**config.mk**
```make
export PLATFORM = sky130hd
export DESIGN_NAME = display_scan_controller
export DESIGN_NICKNAME = d
export VERILOG_FILES = /design/src/rtl/display_pkg.sv /design/src/rtl/seg7_decoder.sv /design/src/rtl/display_scan_controller.sv
export SDC_FILE = /design/constraint.sdc
export NUM_CORES = 1
export LEC_CHECK = 0
export ABC_CLOCK_PERIOD_IN_PS = 4250
export BUFFER_PORTS_ARGS = -buffer_cell sky130_fd_sc_hd__buf_4
export CORE_MARGIN = 2
export CORE_UTILIZATION = 35
export DETAILED_ROUTE_END_ITERATION = 10
export PLACE_DENSITY = 0.67
export SLEW_MARGIN = 15
export SYNTH_ARGS = -nofsm -noshare
export SYNTH_HDL_FRONTEND = slang
export SYNTH_SLANG_ARGS = --single-unit
```
**constraint.sdc**
```tcl
create_clock -name clock -period 4.25 [get_ports clock]
set_input_delay 0.85 -clock clock [delete_from_list [all_inputs] [get_ports clock]]
set_output_delay 0.85 -clock clock [all_outputs]
set_load 0.05 [all_outputs]
```
**src/rtl/display_pkg.sv**
```systemverilog
// display_pkg: shared types and active-low seven-segment glyph constants for the display scan controller.
package display_pkg;

    typedef struct packed {
        logic       en;
        logic [3:0] val;
        logic       dp;
    } digit_t;

    typedef enum logic {SHOW, BLANK} scan_state_t;

    // Bit order is {g,f,e,d,c,b,a}; a cleared bit lights the segment.
    localparam logic [6:0] SEG_0 = 7'h40;
    localparam logic [6:0] SEG_1 = 7'h79;
    localparam logic [6:0] SEG_2 = 7'h24;
    localparam logic [6:0] SEG_3 = 7'h30;
    localparam logic [6:0] SEG_4 = 7'h19;
    localparam logic [6:0] SEG_5 = 7'h12;
    localparam logic [6:0] SEG_6 = 7'h02;
    localparam logic [6:0] SEG_7 = 7'h78;
    localparam logic [6:0] SEG_8 = 7'h00;
    localparam logic [6:0] SEG_9 = 7'h10;
    localparam logic [6:0] SEG_A = 7'h08;
    localparam logic [6:0] SEG_B = 7'h03;
    localparam logic [6:0] SEG_C = 7'h46;
    localparam logic [6:0] SEG_D = 7'h21;
    localparam logic [6:0] SEG_E = 7'h06;
    localparam logic [6:0] SEG_F = 7'h0E;
    localparam logic [6:0] SEG_BLANK = 7'h7F;

    localparam digit_t DIGIT_RESET = '{en: 1'b0, val: 4'h0, dp: 1'b1};

endpackage

```
**src/rtl/seg7_decoder.sv**
```systemverilog
// seg7_decoder: combinational hex value to active-low seven-segment pattern.
module seg7_decoder
    import display_pkg::*;
(
    input  logic [3:0] value,
    output logic [6:0] seg
);

    always_comb begin
        case (value)
            4'h0: seg = SEG_0;
            4'h1: seg = SEG_1;
            4'h2: seg = SEG_2;
            4'h3: seg = SEG_3;
            4'h4: seg = SEG_4;
            4'h5: seg = SEG_5;
            4'h6: seg = SEG_6;
            4'h7: seg = SEG_7;
            4'h8: seg = SEG_8;
            4'h9: seg = SEG_9;
            4'hA: seg = SEG_A;
            4'hB: seg = SEG_B;
            4'hC: seg = SEG_C;
            4'hD: seg = SEG_D;
            4'hE: seg = SEG_E;
            default: seg = SEG_F;
        endcase
    end

endmodule

```
**src/rtl/display_scan_controller.sv**
```systemverilog
// display_scan_controller: eight-digit multiplexed seven-segment scan with blanking guard.
// Optional DISPLAY_SCAN_DIM_EN adds a 3-bit brightness input that shortens the lit part of each dwell.
module display_scan_controller
    import display_pkg::*;
#(
    parameter int DWELL_CYCLES = 100000,
    parameter int BLANK_CYCLES = 1000
) (
    input  logic       clock,
    input  logic       reset,
    input  logic [5:0] d1,
    input  logic [5:0] d2,
    input  logic [5:0] d3,
    input  logic [5:0] d4,
    input  logic [5:0] d5,
    input  logic [5:0] d6,
    input  logic [5:0] d7,
    input  logic [5:0] d8,
`ifdef DISPLAY_SCAN_DIM_EN
    input  logic [2:0] brightness,
`endif
    output logic [7:0] an,
    output logic [6:0] seg,
    output logic       dp,
    output logic       frame_start
);

    localparam int CW = $clog2(DWELL_CYCLES > BLANK_CYCLES ? DWELL_CYCLES : BLANK_CYCLES);
    localparam logic [CW-1:0] DWELL_LAST = CW'(DWELL_CYCLES - 1);
    localparam logic [CW-1:0] BLANK_LAST = CW'(BLANK_CYCLES - 1);

    scan_state_t   state, state_n;
    logic [2:0]    idx, idx_n;
    logic [CW-1:0] cnt, cnt_n;
    digit_t        dig, dig_n;
    digit_t        digits [8];
    logic          lit_n, start_n;
    logic [6:0]    seg_dec;

    assign digits[0] = d1;
    assign digits[1] = d2;
    assign digits[2] = d3;
    assign digits[3] = d4;
    assign digits[4] = d5;
    assign digits[5] = d6;
    assign digits[6] = d7;
    assign digits[7] = d8;

`ifdef DISPLAY_SCAN_DIM_EN
    logic [2:0]  bright, bright_n;
    logic [31:0] on_limit;
    assign on_limit = ((32'(bright_n) + 32'd1) * 32'(DWELL_CYCLES)) >> 3;
`endif

    // Outputs are computed from next-state values so they flip on the same edge as the FSM.
    always_comb begin
        state_n = state;
        idx_n   = idx;
        dig_n   = dig;
        cnt_n   = cnt + 1'b1;
        start_n = 1'b0;
`ifdef DISPLAY_SCAN_DIM_EN
        bright_n = bright;
`endif
        if (state == BLANK && cnt == BLANK_LAST) begin
            state_n = SHOW;
            idx_n   = idx + 3'd1;
            dig_n   = digits[idx + 3'd1];
            cnt_n   = '0;
            start_n = idx == 3'd7;
`ifdef DISPLAY_SCAN_DIM_EN
            bright_n = brightness;
`endif
        end else if (state == SHOW && cnt == DWELL_LAST) begin
            state_n = BLANK;
            cnt_n   = '0;
        end
`ifdef DISPLAY_SCAN_DIM_EN
        lit_n = state_n == SHOW && dig_n.en && 32'(cnt_n) < on_limit;
`else
        lit_n = state_n == SHOW && dig_n.en;
`endif
    end

    seg7_decoder u_dec (
        .value(dig_n.val),
        .seg  (seg_dec)
    );

    always_ff @(posedge clock or negedge reset) begin
        if (!reset) begin
            state       <= BLANK;
            idx         <= 3'd7;
            cnt         <= '0;
            dig         <= DIGIT_RESET;
            an          <= 8'hFF;
            seg         <= SEG_BLANK;
            dp          <= 1'b1;
            frame_start <= 1'b0;
        end else begin
            state       <= state_n;
            idx         <= idx_n;
            cnt         <= cnt_n;
            dig         <= dig_n;
            an          <= lit_n ? ~(8'b1 << idx_n) : 8'hFF;
            seg         <= lit_n ? seg_dec : SEG_BLANK;
            dp          <= lit_n ? dig_n.dp : 1'b1;
            frame_start <= start_n;
        end
    end

`ifdef DISPLAY_SCAN_DIM_EN
    always_ff @(posedge clock or negedge reset) begin
        if (!reset) bright <= 3'd7;
        else bright <= bright_n;
    end
`endif

endmodule

```
==> summary.md, run 1 <==
| Metric | Value |
|---|---|
| Final GP Congestion | `about 0.81` |
| Vias in the first global route | `around 2,000` |
| Nets@finish | `349` |
| Chip Height | `90.1 um` |
| Lkg Pwr | `between 0.001 and 0.0015 uW` |
| Post-DP HPWL | `a little over 4000 um` |
| Final core utilization | `45.7%` |
| Syn Area/Cell | `11.6 sq um` |
| Effective utilization at floorplan | `35.9%` |
| Iteration-0 DRC Markers | `33` |
| RSZ-0062 raised after global routing | `no` |
| Vias/cell | `4.99` |
| DRC Markers | `0` |
| Filler instances | `734` |
| Crit. End Element | `flop` |
| Ys flop type | `dfrtp_1` |
| EDFF count, synth | `0` |
| CTS clock-pin slew for the worst setup and hold paths | `~0.1 ns` |
| Worst-Margin Slew | `0.613 ns` |
| Cell Rows | `31` |
| Crit-path max cell delay | `slightly below 0.6 ns` |
| Gr ovfl total | `0` |
| # hold bufs at CTS | `0` |
| Worst-path maximum fanout | `14` |
| Post-synth ARST share | `100%` |
| Synthesized area | `0.00259 sq mm` |
| Layout Skew | `0.0127 ns` |
| Root buffer cell | `clkbuf_8` |
| Top post-synthesis cells by count | `dfrtp_1 (23), dfstp_2 (21), nor2_1 (21)` |
| Max Root-Sink Buffers | `2` |
| Register area | `0.00113 sq mm` |
| Buffers on Ports | `66` |
| Main area contributors after synthesis | `dfrtp_1 (22%), dfstp_2 (21%), mux4_2 (8.7%)` |
| Shortest period the worst path allows | `3.26 ns` |
| Worst path cell trace | `ha_1 > mux4_2 > mux2_2 > mux2i_1 > inv_1 > ha_1 > mux2_2 > o211ai_1 > o211ai_1` |
| Slew headroom | `58.8%` |
| Antenna-violating nets left | `0` |
| CP delay by family, top | `multiplexers` |
| Clk sinks | `44` |
| First-pass GRT wire length | `9430 um` |
| Setup-failing EPs final | `0` |
| Synthesized net count | `283` |
| Yosys reg bits | `44` |
| Multi-input gate area | `0.00139 sq mm` |
| CTS tree | `yes` |
| Share of cells above drive strength 1 | `44.8%` |
| CTS H-tree depth | `2` |
| Most frequent cell after synthesis | `dfrtp_1` |
| Post-synthesis cell count | `223` |
| Worst setup SP type | `flop` |
| CP Buf/Inv Count | `1` |
| Part of the Yosys area used for sequential elements | `between 40% and 50%` |
| Slew Limit Fails | `0` |
| Total power draw | `820 uW` |
| Core box area | `~0.007 sq mm` |
| Top-area cell type share of the netlist area | `22.2%` |
| Arrival time worst endpoint | `3.49 ns` |
| Final TNS setup | `0 ns` |
| Postcts setup bufs | `0` |
| Final Hold Viols | `0` |
| Top cell type by total area after synthesis | `dfrtp_1` |
| Initial antenna violation count | `0` |
| HP Class | `reg -> reg` |
| Pwr Density | `249 mW/mm^2` |
| WL final | `roughly 5400 um` |
| Gr usage total | `14.2%` |
| Critical path class | `reg -> reg` |
| Wire length per cell | `13.8 um` |
| Total CTS buffers | `5` |
| Achievable Freq | `306 MHz` |
| Die Wd | `90.1 um` |
| Vias post-DR | `1,942` |
| Total of max-cap violations | `0` |
| Synth warn | `0` |
| DR pass1 iterations | `4` |
| Slowest cell on the critical path | `dfstp_2` |
| # diodes | `0` |
| Post-CTS resize count | `0` |
| VDD IR-drop max | `0.158 mV` |
| Library cells used by synthesis | `54` |
| Synth-to-Final Area Change | `27.2%` |
| Worst-Skew Late Latency | `0.31 ns` |
| Status | `complete, no violations` |
| Fin crit share | `76.8%` |
| # IOs | `between 60 and 70` |
| Die ar. | `roughly 0.0081 sq mm` |
| Largest net degree at the start of global routing | `45` |
| R2R setup slack | `0.99 ns` |
| Worst endpoint required time | `4.48 ns` |
## state kept, by name, summed over array words and instances (netlist names)
name / count
idx: 3
seg: 7
cnt: 17
state: 1
dig: 6
an: 8
dp: 1
frame_start: 1
## worst register-to-register path, cell delays in order (launching register included)
cell      delay, ns
dfstp_2        0.58
ha_1           0.50
mux4_2         0.39
mux2_2         0.27
mux2i_1        0.44
inv_1          0.18
ha_1           0.29
mux2_2         0.28
o211ai_1       0.15
o211ai_1       0.11
## per-stage QoR
stage	hold slack (ns)	instance area (sq um)	worst slack, ns	std cells
floorplan	0.447	2590	1.29	223
global placement	0.461	3180	1.08	381
detailed placement	0.468	3180	0.976	381
CTS	0.492	3300	0.957	389
global route	0.517	3300	0.664	389
finish	0.488	3300	0.986	389
## cell type report
cell class | count | share of cell area (%)
Inverter | 8 | 0.911
Clock buffer | 5 | 2.09
Tap cell | 99 | 3.76
Multi-Input combinational cell | 162 | 42.0
Clock inverter | 3 | 1.52
Sequential cell | 44 | 34.2
Timing Repair Buffer | 68 | 15.5
## routing by layer
metal / vias up / global-route usage [%] / share of wire (%)
met2: 58 / 24.0 / 49
met1: 945 / 18.2 / 45
met4: 0 / 4.23 / 1.3
li1: 933 / - / -
met5: - / 0 / 0
met3: 6 / 3.27 / 5.0
## final timing paths
kind,startpoint,endpoint,cells after the start
max,idx[1],seg[0],9
min,cnt[0],cnt[0],1
max reg2reg,idx[1],seg[0],9
min reg2reg,cnt[0],cnt[0],1
max in group asynchronous,reset,an[1],1
min in group asynchronous,reset,cnt[12],1
## kinds of logic after synthesis
logic type | synth area share [%]
AO/OA/AOI/OAI | 6.76
XOR/XNOR | 5.74
flip-flops | 43.5
adder cells (fa/ha/maj) | 4.83
multiplexers | 17.6
AND/OR/NAND/NOR | 18.6
buffers and inverters | 3.04
## layout by cell type, fill, tap and decap left out, types with 2 or more instances in the layout
cell / instances
buf_4: 68
dfrtp_1: 23
nor2_1: 21
dfstp_2: 21
nand2_1: 17
nand3_1: 16
mux4_2: 10
ha_1: 10
xor2_1: 9
xnor2_1: 8
mux2i_1: 7
inv_1: 6
nor3_1: 6
mux2_2: 5
clkbuf_8: 5
and3_1: 4
o21ai_0: 4
nand4_1: 3
o211ai_1: 3
and4_1: 2
inv_2: 2
mux4_1: 2
o221ai_2: 2
a21oi_1: 2
or2_1: 2
nand2b_1: 2
## power by group
group / switching (uW) / total (uW) / internal, uW / leakage, uW
registers: 0.244 / 421 / 421 / 0.000520
clock network: 157 / 338 / 181 / 0.0000607
logic: 20.4 / 60.2 / 39.8 / 0.000851
Note: power is estimated with default switching activity, not from simulation.
==> inputs of run 2 (changes only) <==
- ABC_CLOCK_PERIOD_IN_PS: 4250 -> 3200
- clock period: 4.25 -> 3.2 ns (I/O delays scaled with it)
==> run 2 against run 1 <==
  * Clock power barely moved
  * Sequential power rose by 33%
  * Register-to-register slack got worse by 0.64 ns
  * Non-clock buffer count rose by 3
  * Sequential share of layout area rose by 0.13 points
  * Die area did not move
  * Via count rose by 0.15%
  * Total power rose by 20%
  * Global-route usage fell by 0.10 points
  * Critical path type unchanged
  * Largest cell class unchanged
  * Highest routed layer unchanged
==> summary.md, run 2 (same netlist as run 1, synthesis figures left out) <==
| Metric | Value |
|---|---|
| # hold bufs at CTS | `0 (unchanged)` |
| Die Wd | `90.1 um (unchanged)` |
| Effective utilization at floorplan | `35.9% (unchanged)` |
| Post-DP Area | `0.00320 sq mm (was 0.00318 sq mm)` |
| CTS tree | `yes (unchanged)` |
| Commonest non-fill, non-tap cell in the layout | `buf_4 (unchanged)` |
| First-pass GRT wire length | `9290 um (was 9430 um)` |
| Worst reg-to-reg path cell count | `8 (was 9)` |
| Max FFs per register | `17 (unchanged)` |
| Chip Height | `90.1 um (unchanged)` |
| Root buffer cell | `clkbuf_8 (unchanged)` |
| Arrival time worst endpoint | `3.05 ns (was 3.49 ns)` |
| Most frequent cells in the layout | `buf_4 (71), dfrtp_1 (23), nor2_1 (21), dfstp_2 (21), nand2_1 (17) (was buf_4 (68), dfrtp_1 (23), nor2_1 (21), dfstp_2 (21), nand2_1 (17))` |
| Core box area | `0.00721 sq mm (unchanged)` |
| Design Area, Final | `0.00328 sq mm (was 0.00330 sq mm)` |
| Gr ovfl total | `0 (unchanged)` |
| Synth-to-Final Area Change | `26.7% (was 27.2%)` |
| Worst-Skew Late Latency | `0.30 ns (was 0.31 ns)` |
| Share of cells above drive strength 1 | `45.1% (was 44.8%)` |
| Top flop regs | `cnt: 17 flops, an: 8 flops, seg: 7 flops (unchanged)` |
| Final TNS setup | `0 ns (unchanged)` |
| Status | `complete, no violations (unchanged)` |
| Critical path class | `reg -> reg (unchanged)` |
| Wire length per cell | `13.7 um (was 13.8 um)` |
| Reg-to-Reg End | `seg[2] (was seg[0])` |
| Die ar. | `0.00811 sq mm (unchanged)` |
| Total of max-cap violations | `0 (unchanged)` |
| Fin crit share | `89.3% (was 76.8%)` |
| Worst endpoint required time | `3.39 ns (was 4.48 ns)` |
| Cell Rows | `31 (unchanged)` |
| Finished Layout Cells | `392 (was 389)` |
| Post-CTS resize count | `0 (unchanged)` |
| Gr usage total | `14.1% (was 14.2%)` |
| Lkg Pwr | `0.00143 uW (about the same)` |
| Iteration-0 DRC Markers | `51 (was 33)` |
| WL final | `5380 um (was 5370 um)` |
| Achievable Freq | `350 MHz (was 306 MHz)` |
| # IOs | `67 (unchanged)` |
| CTS H-tree depth | `2 (unchanged)` |
| HP Class | `in -> async (was reg -> reg)` |
| Layout Skew | `0.0124 ns (was 0.0127 ns)` |
| Vias/cell | `4.96 (was 4.99)` |
| Crit. End Element | `flop (unchanged)` |
| RSZ-0062 raised after global routing | `no (unchanged)` |
| Crit path launch | `idx[0] (was idx[1])` |
| Vias post-DR | `1,945 (was 1,942)` |
| Worst-Margin Slew | `0.695 ns (was 0.613 ns)` |
| Worst-path maximum fanout | `8 (was 14)` |
| Final GP Congestion | `0.844 (was 0.808)` |
| Worst setup SP type | `flop (unchanged)` |
| Worst slack, placed | `0.383 ns (was 0.976 ns)` |
| CTS clock-pin slew for the worst setup and hold paths | `0.09 ns (was 0.10 ns)` |
| VDD IR-drop max | `0.170 mV (was 0.158 mV)` |
| Final core utilization | `45.5% (was 45.7%)` |
| Antenna-violating nets left | `0 (unchanged)` |
| Final Hold Viols | `0 (unchanged)` |
| DRC Markers | `0 (unchanged)` |
| DR pass1 iterations | `4 (unchanged)` |
| Pwr Density | `299 mW/mm^2 (was 249 mW/mm^2)` |
| Post-DP HPWL | `4160 um (was 4130 um)` |
| Largest net degree at the start of global routing | `45 (unchanged)` |
| Setup-failing EPs final | `0 (unchanged)` |
| Setup WS post-layout | `0.344 ns (was 0.986 ns)` |
| Total CTS buffers | `5 (unchanged)` |
| Slew Limit Fails | `0 (unchanged)` |
| R2R setup slack | `0.34 ns (was 0.99 ns)` |
| Largest register by flop count | `cnt (unchanged)` |
| Vias in the first global route | `1,958 (was 2,000)` |
| # diodes | `0 (unchanged)` |
| Buffers on Ports | `66 (unchanged)` |
| Cells after DPL | `384 (was 381)` |
| Nets@finish | `352 (was 349)` |
| Initial antenna violation count | `0 (unchanged)` |
| Slew headroom | `53.2% (was 58.8%)` |
| Max Root-Sink Buffers | `2 (unchanged)` |
| Clk sinks | `44 (unchanged)` |
| Shortest period the worst path allows | `2.86 ns (was 3.26 ns)` |
| Postcts setup bufs | `0 (unchanged)` |
| Reg2Reg Launch Point | `idx[0] (was idx[1])` |
-- run 2: cell types whose count changed in the layout (fill, tap and decap cells not counted) --
cell	delta
inv_6	-1
buf_4	+3
inv_4	+1
clkinv_2	+1
inv_8	-1
clkbuf_1	+1
bufinv_16	-1
-- run 2: critical path, stage by stage, from the launching register on --
cell and delay [ns]:
dfstp_2 0.63, ha_1 0.36, buf_4 0.22, mux4_2 0.21, mux2_2 0.15, nand3_1 0.12
a21boi_0 0.59, buf_4 0.28, o311ai_0 0.18
-- run 2: worst max path at each step --
stage	cells past startpoint	slack, ns	end
2_1_floorplan	11	0.24	seg[0]
3_3_place_gp	8	0.38	seg[2]
3_5_place_dp	8	0.38	seg[2]
4_1_cts	8	0.33	seg[2]
5_1_grt	8	0.20	seg[2]
6_report	8	0.34	seg[2]
-- run 2: routing by layer --
layer / global-route usage, % / vias up / routed length (um)
li1: - / 940 / -
met1: 18.9 / 937 / 2370
met2: 22.8 / 62 / 2640
met3: 3.35 / 6 / 303
met4: 4.23 / 0 / 66
met5: 0 / - / 0
-- run 2: power by group --
group          internal, uW  switching, uW  total (uW)
clock                   153            188         341
sequential              559          0.325         560
combinational          52.9           26.7        79.6
-- run 2: layout make-up --
class                      instances  area (sq um)
fill                             706          3930
multi-input combinational        162          1390
sequential                        44          1130
timing repair buffer              71           533
tap                               99           124
clock buffer                       6          72.6
inverter                           8          30.0
clock inverter                     2          11.3
-- run 2: stage by stage --
stage	total power (uW)	hold WS (ns)
after global routing	1040	0.376
after global placement	651	0.460
after CTS	997	0.339
after detailed placement	651	0.469
final	980	0.323
after floorplan	592	0.344
